==> src/rtl/mul4_pkg.sv <==
// rtl/mul4_pkg.sv - shared constants, FSM state and per-vector scoring helpers for the mul4 fitness scorer
package mul4_pkg;

    localparam int LANES  = 4;
    localparam int LANE_W = 16;
    localparam int PROD_W = 64;

    typedef enum logic [1:0] {IDLE, RUN, DRAIN, DONE} state_t;

    typedef logic [6:0] vec_score_t;

    function automatic vec_score_t popcount_prod(input logic [PROD_W-1:0] x);
        vec_score_t n;
        n = '0;
        for (int i = 0; i < PROD_W; i++) begin
            n = n + vec_score_t'(x[i]);
        end
        return n;
    endfunction

    function automatic vec_score_t lane_matches(input logic [PROD_W-1:0] y,
                                                input logic [PROD_W-1:0] g);
        vec_score_t n;
        n = '0;
        for (int i = 0; i < LANES; i++) begin
            if (y[i*LANE_W +: LANE_W] == g[i*LANE_W +: LANE_W]) begin
                n = n + vec_score_t'(1);
            end
        end
        return n;
    endfunction

endpackage

==> src/rtl/mul4_golden_mul.sv <==
// rtl/mul4_golden_mul.sv - two-stage pipelined 32x32 unsigned golden multiplier with valid tracking
module mul4_golden_mul
    import mul4_pkg::*;
(
    input  logic              clk,
    input  logic              rst_n,
    input  logic              i_clear,
    input  logic              i_valid,
    input  logic [LANE_W-1:0] i_a1,
    input  logic [LANE_W-1:0] i_a0,
    input  logic [LANE_W-1:0] i_b1,
    input  logic [LANE_W-1:0] i_b0,
    output logic              o_s1_valid,
    output logic              o_valid,
    output logic [PROD_W-1:0] o_prod
);

    logic [2*LANE_W-1:0] r_pp00, r_pp01, r_pp10, r_pp11;
    logic [PROD_W-1:0]   r_prod;
    logic                r_s1_valid, r_s2_valid;
    logic [PROD_W-1:0]   w_sum;

    // Cross terms land at bit 16; the sum cannot exceed 64 bits for unsigned 32x32.
    assign w_sum = {r_pp11, r_pp00}
                 + {16'b0, r_pp01, 16'b0}
                 + {16'b0, r_pp10, 16'b0};

    always_ff @(posedge clk) begin
        if (!rst_n || i_clear) begin
            r_s1_valid <= 1'b0;
            r_s2_valid <= 1'b0;
        end else begin
            r_s1_valid <= i_valid;
            r_s2_valid <= r_s1_valid;
        end
    end

    always_ff @(posedge clk) begin
        r_pp00 <= 32'(i_a0) * 32'(i_b0);
        r_pp01 <= 32'(i_a0) * 32'(i_b1);
        r_pp10 <= 32'(i_a1) * 32'(i_b0);
        r_pp11 <= 32'(i_a1) * 32'(i_b1);
        r_prod <= w_sum;
    end

    assign o_s1_valid = r_s1_valid;
    assign o_valid    = r_s2_valid;
    assign o_prod     = r_prod;

endmodule

==> src/rtl/mul4_fitness_scorer.sv <==
// rtl/mul4_fitness_scorer.sv - streams vectors through a mul4 individual and accumulates a saturating match score
// MUL4_SCORE_HAMMING_EN selects bitwise Hamming scoring; otherwise whole 16-bit lanes are scored.
module mul4_fitness_scorer
    import mul4_pkg::*;
#(
    parameter int NUM_VECTORS = 64,
    parameter int SCORE_W     = 17
)(
    input  logic               clk,
    input  logic               rst_n,
    input  logic               start,
    input  logic               in_valid,
    output logic               in_ready,
    input  logic [LANE_W-1:0]  a1,
    input  logic [LANE_W-1:0]  a0,
    input  logic [LANE_W-1:0]  b1,
    input  logic [LANE_W-1:0]  b0,
    input  logic [LANE_W-1:0]  y3,
    input  logic [LANE_W-1:0]  y2,
    input  logic [LANE_W-1:0]  y1,
    input  logic [LANE_W-1:0]  y0,
    output logic [SCORE_W-1:0] score,
    output logic               done,
    output logic               busy
);

    localparam int CNT_W = $clog2(NUM_VECTORS + 1);
    localparam int SUM_W = ((SCORE_W > 7) ? SCORE_W : 7) + 1;
    localparam logic [SUM_W-1:0] SCORE_MAX = SUM_W'({SCORE_W{1'b1}});

    state_t             r_state, w_state_nxt;
    logic [CNT_W-1:0]   r_cnt;
    logic [SCORE_W-1:0] r_score;
    logic [PROD_W-1:0]  r_y_s1, r_y_s2;

    logic               w_accept, w_last, w_start;
    logic               w_s1_valid, w_s2_valid;
    logic [PROD_W-1:0]  w_prod;
    vec_score_t         w_vec_score;
    logic [SUM_W-1:0]   w_sum;
    logic [SCORE_W-1:0] w_score_nxt;

    assign w_start  = (r_state == IDLE) && start;
    assign w_accept = in_valid && in_ready;
    assign w_last   = w_accept && (r_cnt == CNT_W'(NUM_VECTORS - 1));

    mul4_golden_mul u_golden (
        .clk        (clk),
        .rst_n      (rst_n),
        .i_clear    (w_start),
        .i_valid    (w_accept),
        .i_a1       (a1),
        .i_a0       (a0),
        .i_b1       (b1),
        .i_b0       (b0),
        .o_s1_valid (w_s1_valid),
        .o_valid    (w_s2_valid),
        .o_prod     (w_prod)
    );

    always_ff @(posedge clk) begin
        r_y_s1 <= {y3, y2, y1, y0};
        r_y_s2 <= r_y_s1;
    end

`ifdef MUL4_SCORE_HAMMING_EN
    assign w_vec_score = popcount_prod(~(r_y_s2 ^ w_prod));
`else
    assign w_vec_score = lane_matches(r_y_s2, w_prod);
`endif

    assign w_sum       = SUM_W'(r_score) + SUM_W'(w_vec_score);
    assign w_score_nxt = (w_sum > SCORE_MAX) ? {SCORE_W{1'b1}} : w_sum[SCORE_W-1:0];

    always_ff @(posedge clk) begin
        if (!rst_n) begin
            r_state <= IDLE;
        end else begin
            r_state <= w_state_nxt;
        end
    end

    // Leaving DRAIN once S1 is empty lets S2 retire into score on the same edge DONE is entered.
    always_comb begin
        w_state_nxt = r_state;
        case (r_state)
            IDLE:    if (start) w_state_nxt = RUN;
            RUN:     if (w_last) w_state_nxt = DRAIN;
            DRAIN:   if (!w_s1_valid) w_state_nxt = DONE;
            DONE:    w_state_nxt = IDLE;
            default: w_state_nxt = IDLE;
        endcase
    end

    always_comb begin
        in_ready = (r_state == RUN);
        busy     = (r_state == RUN) || (r_state == DRAIN);
        done     = (r_state == DONE);
    end

    always_ff @(posedge clk) begin
        if (!rst_n || w_start) begin
            r_cnt <= '0;
        end else if (w_accept) begin
            r_cnt <= r_cnt + CNT_W'(1);
        end
    end

    always_ff @(posedge clk) begin
        if (!rst_n || w_start) begin
            r_score <= '0;
        end else if (w_s2_valid) begin
            r_score <= w_score_nxt;
        end
    end

    assign score = r_score;

endmodule
==> config.mk <==
export PLATFORM = sky130hd
export DESIGN_NAME = mul4_fitness_scorer
export DESIGN_NICKNAME = d
export VERILOG_FILES = /design/src/rtl/mul4_pkg.sv /design/src/rtl/mul4_golden_mul.sv /design/src/rtl/mul4_fitness_scorer.sv
export SDC_FILE = /design/constraint.sdc
export NUM_CORES = 2
export LEC_CHECK = 0
export CAP_MARGIN = 5
export CELL_PAD_IN_SITES_DETAIL_PLACEMENT = 0
export CELL_PAD_IN_SITES_GLOBAL_PLACEMENT = 1
export CORE_MARGIN = 3
export CORE_UTILIZATION = 50
export DETAILED_ROUTE_END_ITERATION = 8
export GPL_ROUTABILITY_DRIVEN = 0
export PLACE_DENSITY = 0.84
export SYNTH_ARGS = -nofsm -noshare
export SYNTH_HDL_FRONTEND = slang
export SYNTH_SLANG_ARGS = --single-unit
==> constraint.sdc <==
create_clock -name clk -period 16.6 [get_ports clk]
set_input_delay 3.32 -clock clk [delete_from_list [all_inputs] [get_ports clk]]
set_output_delay 3.32 -clock clk [all_outputs]
set_load 0.02 [all_outputs]
### Yosys cells after proc, flatten, opt, wreduce, memory -nomap -nowiden

Index checks and enable logic that the tools add are counted.
Widths: inputs -> output; s select.

* add/sub/neg operators: 7
* multipliers: 4
* div/mod/pow operators: 0
* $lt $le $gt $ge: 1
* equal/unequal tests: 11
* shifts and indexed selects: 0
* mux-type cells: 9
* bitwise gates (word level): 0
* reduce and logical (&&, ||, !) cells: 8

Operators by type and width (count)
* $add 64x48->64: 2
* $mul 16x16->32: 4
* $eq 16x16->1: 4
* $add 7x1->7 const B: 4
* $mux 7: 3
* $add 17x7->18: 1
* $gt 18x17->1 const B: 1
* $mux 17: 1
* $pmux 2 s4: 1
* $eq 7x6->1 const B: 1
* $mux 2: 3
* $eq 2x2->1 const B: 2
* $ne 2x2->1 const B: 2
* $logic_and 1x1->1: 3
* $reduce_and 3->1: 1
* $eq 2x1->1 const B: 1
* $logic_not 2->1: 1
* $logic_or 1x1->1: 2
* $ne 2x1->1 const B: 1
* $logic_not 1->1: 1
* $mux 1: 1

* register bits: 348
* latch bits: 0
* bits in writable memories: 0
* bits in read-only memories: 0
* output and inout port bits: 20
* memories: 0

### Longest topological paths before layout

* depth after elaboration: 11
* depth in mapped cells: 25
* gate-level depth less buffers: 23

### Modules after synthesis

From an unflattened synthesis, not the netlist that was laid out.

* cell total of the unflattened synthesis: 4791
* area, all modules: 44949.4 sq um

By module, submodules not included
* mul4_golden_mul: times used 1, cells each 4405, area an instance 40161.0 sq um, sequential area each 3883.7 sq um
* mul4_fitness_scorer: times used 1, cells each 386, area an instance 4788.3 sq um, sequential area each 3083.0 sq um

### Worst setup path before layout

OpenSTA, ideal clock, no wires.

* path type: in2reg
* start point: in b0[7]
* end point: reg u_golden.r_pp00[30]
* library setup time: 0.118 ns
* arrival time: 8.806 ns
* required time: 16.482 ns
* setup slack: 7.676 ns
* stages on the path: 23
* buffers on the path: 2
* cells stage by stage: clkbuf_1 -> nand2_1 -> fa_1 -> inv_1 -> fa_1 -> inv_1 -> fa_1 -> inv_1 -> fa_1 -> fa_1 -> inv_1 -> fa_1 -> inv_1 -> ha_1 -> clkbuf_1 -> nand4_1 -> or3b_2 -> o221a_2 -> a211oi_4 -> a2111oi_4 -> o21bai_1 -> a21oi_1 -> xnor2_1

* cells in the longest elaborated chain, start to end: 1

RTL lines
* start: declaration: RTL line mul4_fitness_scorer.sv:17 `input logic [LANE_W-1:0] b0,`
* $mul 16x16->32: RTL line mul4_golden_mul.sv:39 `r_pp00 <= 32'(i_a0) * 32'(i_b0);`
* end signal: assignment: RTL line mul4_golden_mul.sv:39
* end: declaration: RTL line mul4_golden_mul.sv:18 `logic [2*LANE_W-1:0] r_pp00, r_pp01, r_pp10, r_pp11;`

No other way between the ends.
A chain may end at the register's enable or synchronous reset.

### Worst setup path in the final report

* start point: in a0[13]
* end point: reg u_golden.r_pp01[30]

* cells in the longest elaborated chain, start to end: 1

RTL lines
* start: declaration: RTL line mul4_fitness_scorer.sv:15 `input logic [LANE_W-1:0] a0,`
* $mul 16x16->32: RTL line mul4_golden_mul.sv:40 `r_pp01 <= 32'(i_a0) * 32'(i_b1);`
* end signal: assignment: RTL line mul4_golden_mul.sv:40
* end: declaration: RTL line mul4_golden_mul.sv:18

No other way between the ends.

==> impl_metrics.toml <==
[outcome]
outcome = "finished, final reports clean"

[routing]
route.antenna.remaining_nets = 0
avgViaCountPerCell = 5.24
drc = 0
drt-initial-drc-count = 1803
wirelength_mm = 111
vias = 31727
drt-wirelength-per-cell_um = 18.3
dr.pass1.iters = 5

[timing]
finalHoldViolations = 0
worstMarginPinSlew_ns = 0.933
rsz0062_at_grt = "false"
fin_crit_ns = 9.45
finClkSkew_ns = 0.0275
final.period_utilization_pct = 56.9
tns_ns = 0
setup_viol = 0
timing.fmax_ghz = 0.106
maxSlewViolCount = 0
slew-limit-headroom_pct = 37.2

[grt]
grt-ovfl-total = 0
grt_pass1_wl_mm = 184
grtUsageTotal_pct = 24.7
grt_pass1_vias = 34560
antenna_found_initial = 3
grt_max_degree = 33

[critical_path]
criticalPathCategory = "in -> reg"
ff2ff_path_depth = 18
crit_fanout = 32
worstReg2RegEnd = "score[8]"
required_ns = 17.03
ff2ff_setup_slack_ns = 12.08
cp-end-kind = "flip-flop"
timing.rr.start = "u_golden.o_prod[10]"
worstPathArrival_ns = 9.88
worstSetupStartpointType = "input port"

[logic_synthesis]
ys_ff_latch = 348
synth_common_cells = "inv_1 (939), fa_1 (810), nand2_1 (617), and2_1 (479), ha_1 (461)"
synth.largest_area_cell = "fa_1"
yosysWarnings = 0
syn_area_um2 = 45000
ys_types = 80
syn_avg_cell_area_um2 = 9.35
synthArstFlopShare_pct = 0
yosysTopAreaCellShare_pct = 36.0
postSynthCellCount = 4818
syn_nets = 6221
synth_seq_area_share_pct = 15.5
synth_edf_count = 0
synth_area_leaders = "fa_1 (36%), dfxtp_1 (15%), ha_1 (13%)"
yosysMostFrequentCell = "inv_1"
synth_ff_type = "dfxtp_1"

[floorplanning]
die_w_um = 306
start_util_pct = 50.7
rows = 109
io_pins = 152
core_um2 = 88800
die_h_um = 306
dieArea_um2 = 93700

[hold_path]
hold_path.class = "reg -> reg"
worstHoldEndpoint = "u_golden.o_prod[4]"
hp-start = "u_golden.r_pp00[4]"
min_path_cells = 0

[cts]
cts_sinks = 348
clk_latency_ns = 0.56
cts_setup_buffers = 0
cts_resized = 0
cts-root-buf = "clkbuf_16"
cts_buffers = 39
clockBufferDepth = 3
cts_hold_buf = 0
path_clk_slew_ns = 0.06
cts_tree = "built"
h-tree-depth = 2

[placed_design]
dp_hpwl_mm = 84.5
port_buffers = 151

[run]
drv_cap = 0

[cells_and_area]
fin_nets = 6263
area_growth_syn_to_layout_pct = 8.49
drive_above_1_share_pct = 3.21
fillerInstances = 8065
==> cells in the final DEF, fill, tap and decap left out, types with 5 or more instances in the layout <==
master           instances
clkbuf_16               39
and4_1                   6
o21ai_1                 11
nand2b_1                23
inv_1                  939
a211o_1                  8
dfxtp_1                348
o21ai_0                 64
a31oi_1                 11
ha_1                   461
a21o_1                  73
inv_6                    6
clkdlybuf4s50_1        143
a211oi_1                14
buf_4                   59
nand2_1                617
o21bai_1                15
or2_2                    8
xnor2_1                131
nor3_1                  22
nor4_1                  19
nor2b_1                 15
a21oi_1                162
o2111ai_1                5
and3_1                  28
and2_1                 479
o21a_1                  21
fa_1                   810
o211ai_1                 8
xor2_1                  93
nand4_1                 20
nand3_1                 34
buf_2                    8
nor2_1                  88
o211a_1                  5
clkbuf_1                 9
==> area by class of cell <==
class                           count  area [um^2]  share of cell area, %
Antenna cell                        1         2.50                0.00512
Clock buffer                       50         1040                   2.12
Clock inverter                     17          220                  0.451
Inverter                          939         3520                   7.21
Multi-Input combinational cell   3322        33700                   69.0
Sequential cell                   348         6970                   14.3
Tap cell                         1165         1460                   2.98
Timing Repair Buffer              210         1910                   3.92
==> metrics by stage <==
stage | worst slack [ns] | instances | hold slack, ns | area, um^2 | util, %
after CTS | 7.25 | 6051 | 0.311 | 48900 | 55.0
after global placement | 6.77 | 5984 | 0.310 | 47600 | 53.6
after detailed placement | 6.66 | 5984 | 0.312 | 47600 | 53.6
after floorplan | 7.68 | 4818 | 0.310 | 45000 | -
after global routing | 6.77 | 6051 | 0.323 | 48900 | 55.0
final | 7.15 | 6052 | 0.312 | 48900 | 55.0
==> sequential cells by signal, summed over array words and instances (netlist names) <==
| signal | flops |
|---|---|
| r_y_s1 | 64 |
| score | 17 |
| u_golden.o_prod | 64 |
| r_state | 2 |
| u_golden.o_s1_valid | 1 |
| u_golden.r_pp11 | 32 |
| u_golden.o_valid | 1 |
| u_golden.r_pp00 | 32 |
| u_golden.r_pp01 | 32 |
| u_golden.r_pp10 | 32 |
| r_y_s2 | 64 |
| r_cnt | 7 |
==> worst max-delay path: stages <==
cell	delay [ns]
clkdlybuf4s50_1	0.46
buf_4	0.43
nand2_1	0.16
fa_1	0.54
fa_1	0.54
inv_1	0.05
fa_1	0.48
fa_1	0.53
fa_1	0.50
inv_1	0.05
fa_1	0.47
inv_1	0.04
ha_1	0.36
a21o_1	0.19
a21o_1	0.16
a21o_1	0.19
a211oi_1	0.22
a21oi_1	0.25
a2111o_1	0.44
a31oi_1	0.19
o21ai_0	0.12
xor2_1	0.16
==> kinds of logic after synthesis <==
kind of cell	Yosys count	synth area share, %
buffers and inverters	1148	9.63
other	1	0.00833
AND/OR/NAND/NOR	1380	15.2
XOR/XNOR	224	4.36
multiplexers	2	0.0445
flip-flops	348	15.5
adder cells (fa/ha/maj)	1271	48.8
AO/OA/AOI/OAI	444	6.47
==> worst max path at each step <==
stage | start | to | slack [ns] | cells after the start
final | a0[13] | u_golden.r_pp01[30] | 7.15 | 22
after global routing | a1[11] | u_golden.r_pp10[31] | 6.77 | 20
after CTS | a0[13] | u_golden.r_pp01[30] | 7.25 | 22
after detailed placement | a0[13] | u_golden.r_pp01[30] | 6.66 | 22
after global placement | a0[12] | u_golden.r_pp00[30] | 6.77 | 22
after floorplan | b0[7] | u_golden.r_pp00[30] | 7.68 | 23
==> metal layers <==
layer | vias to the layer above | global-route usage [%] | routed length, um
met3 | 152 | 3.30 | 6640
li1 | 14706 | - | -
met5 | - | 0 | 13
met4 | 2 | 7.01 | 3190
met2 | 815 | 42.3 | 52700
met1 | 16052 | 33.1 | 48300
Power is left out: the tool's default activity adds up to more than one toggle a clock period on the data nets, which glitch-free logic cannot reach.
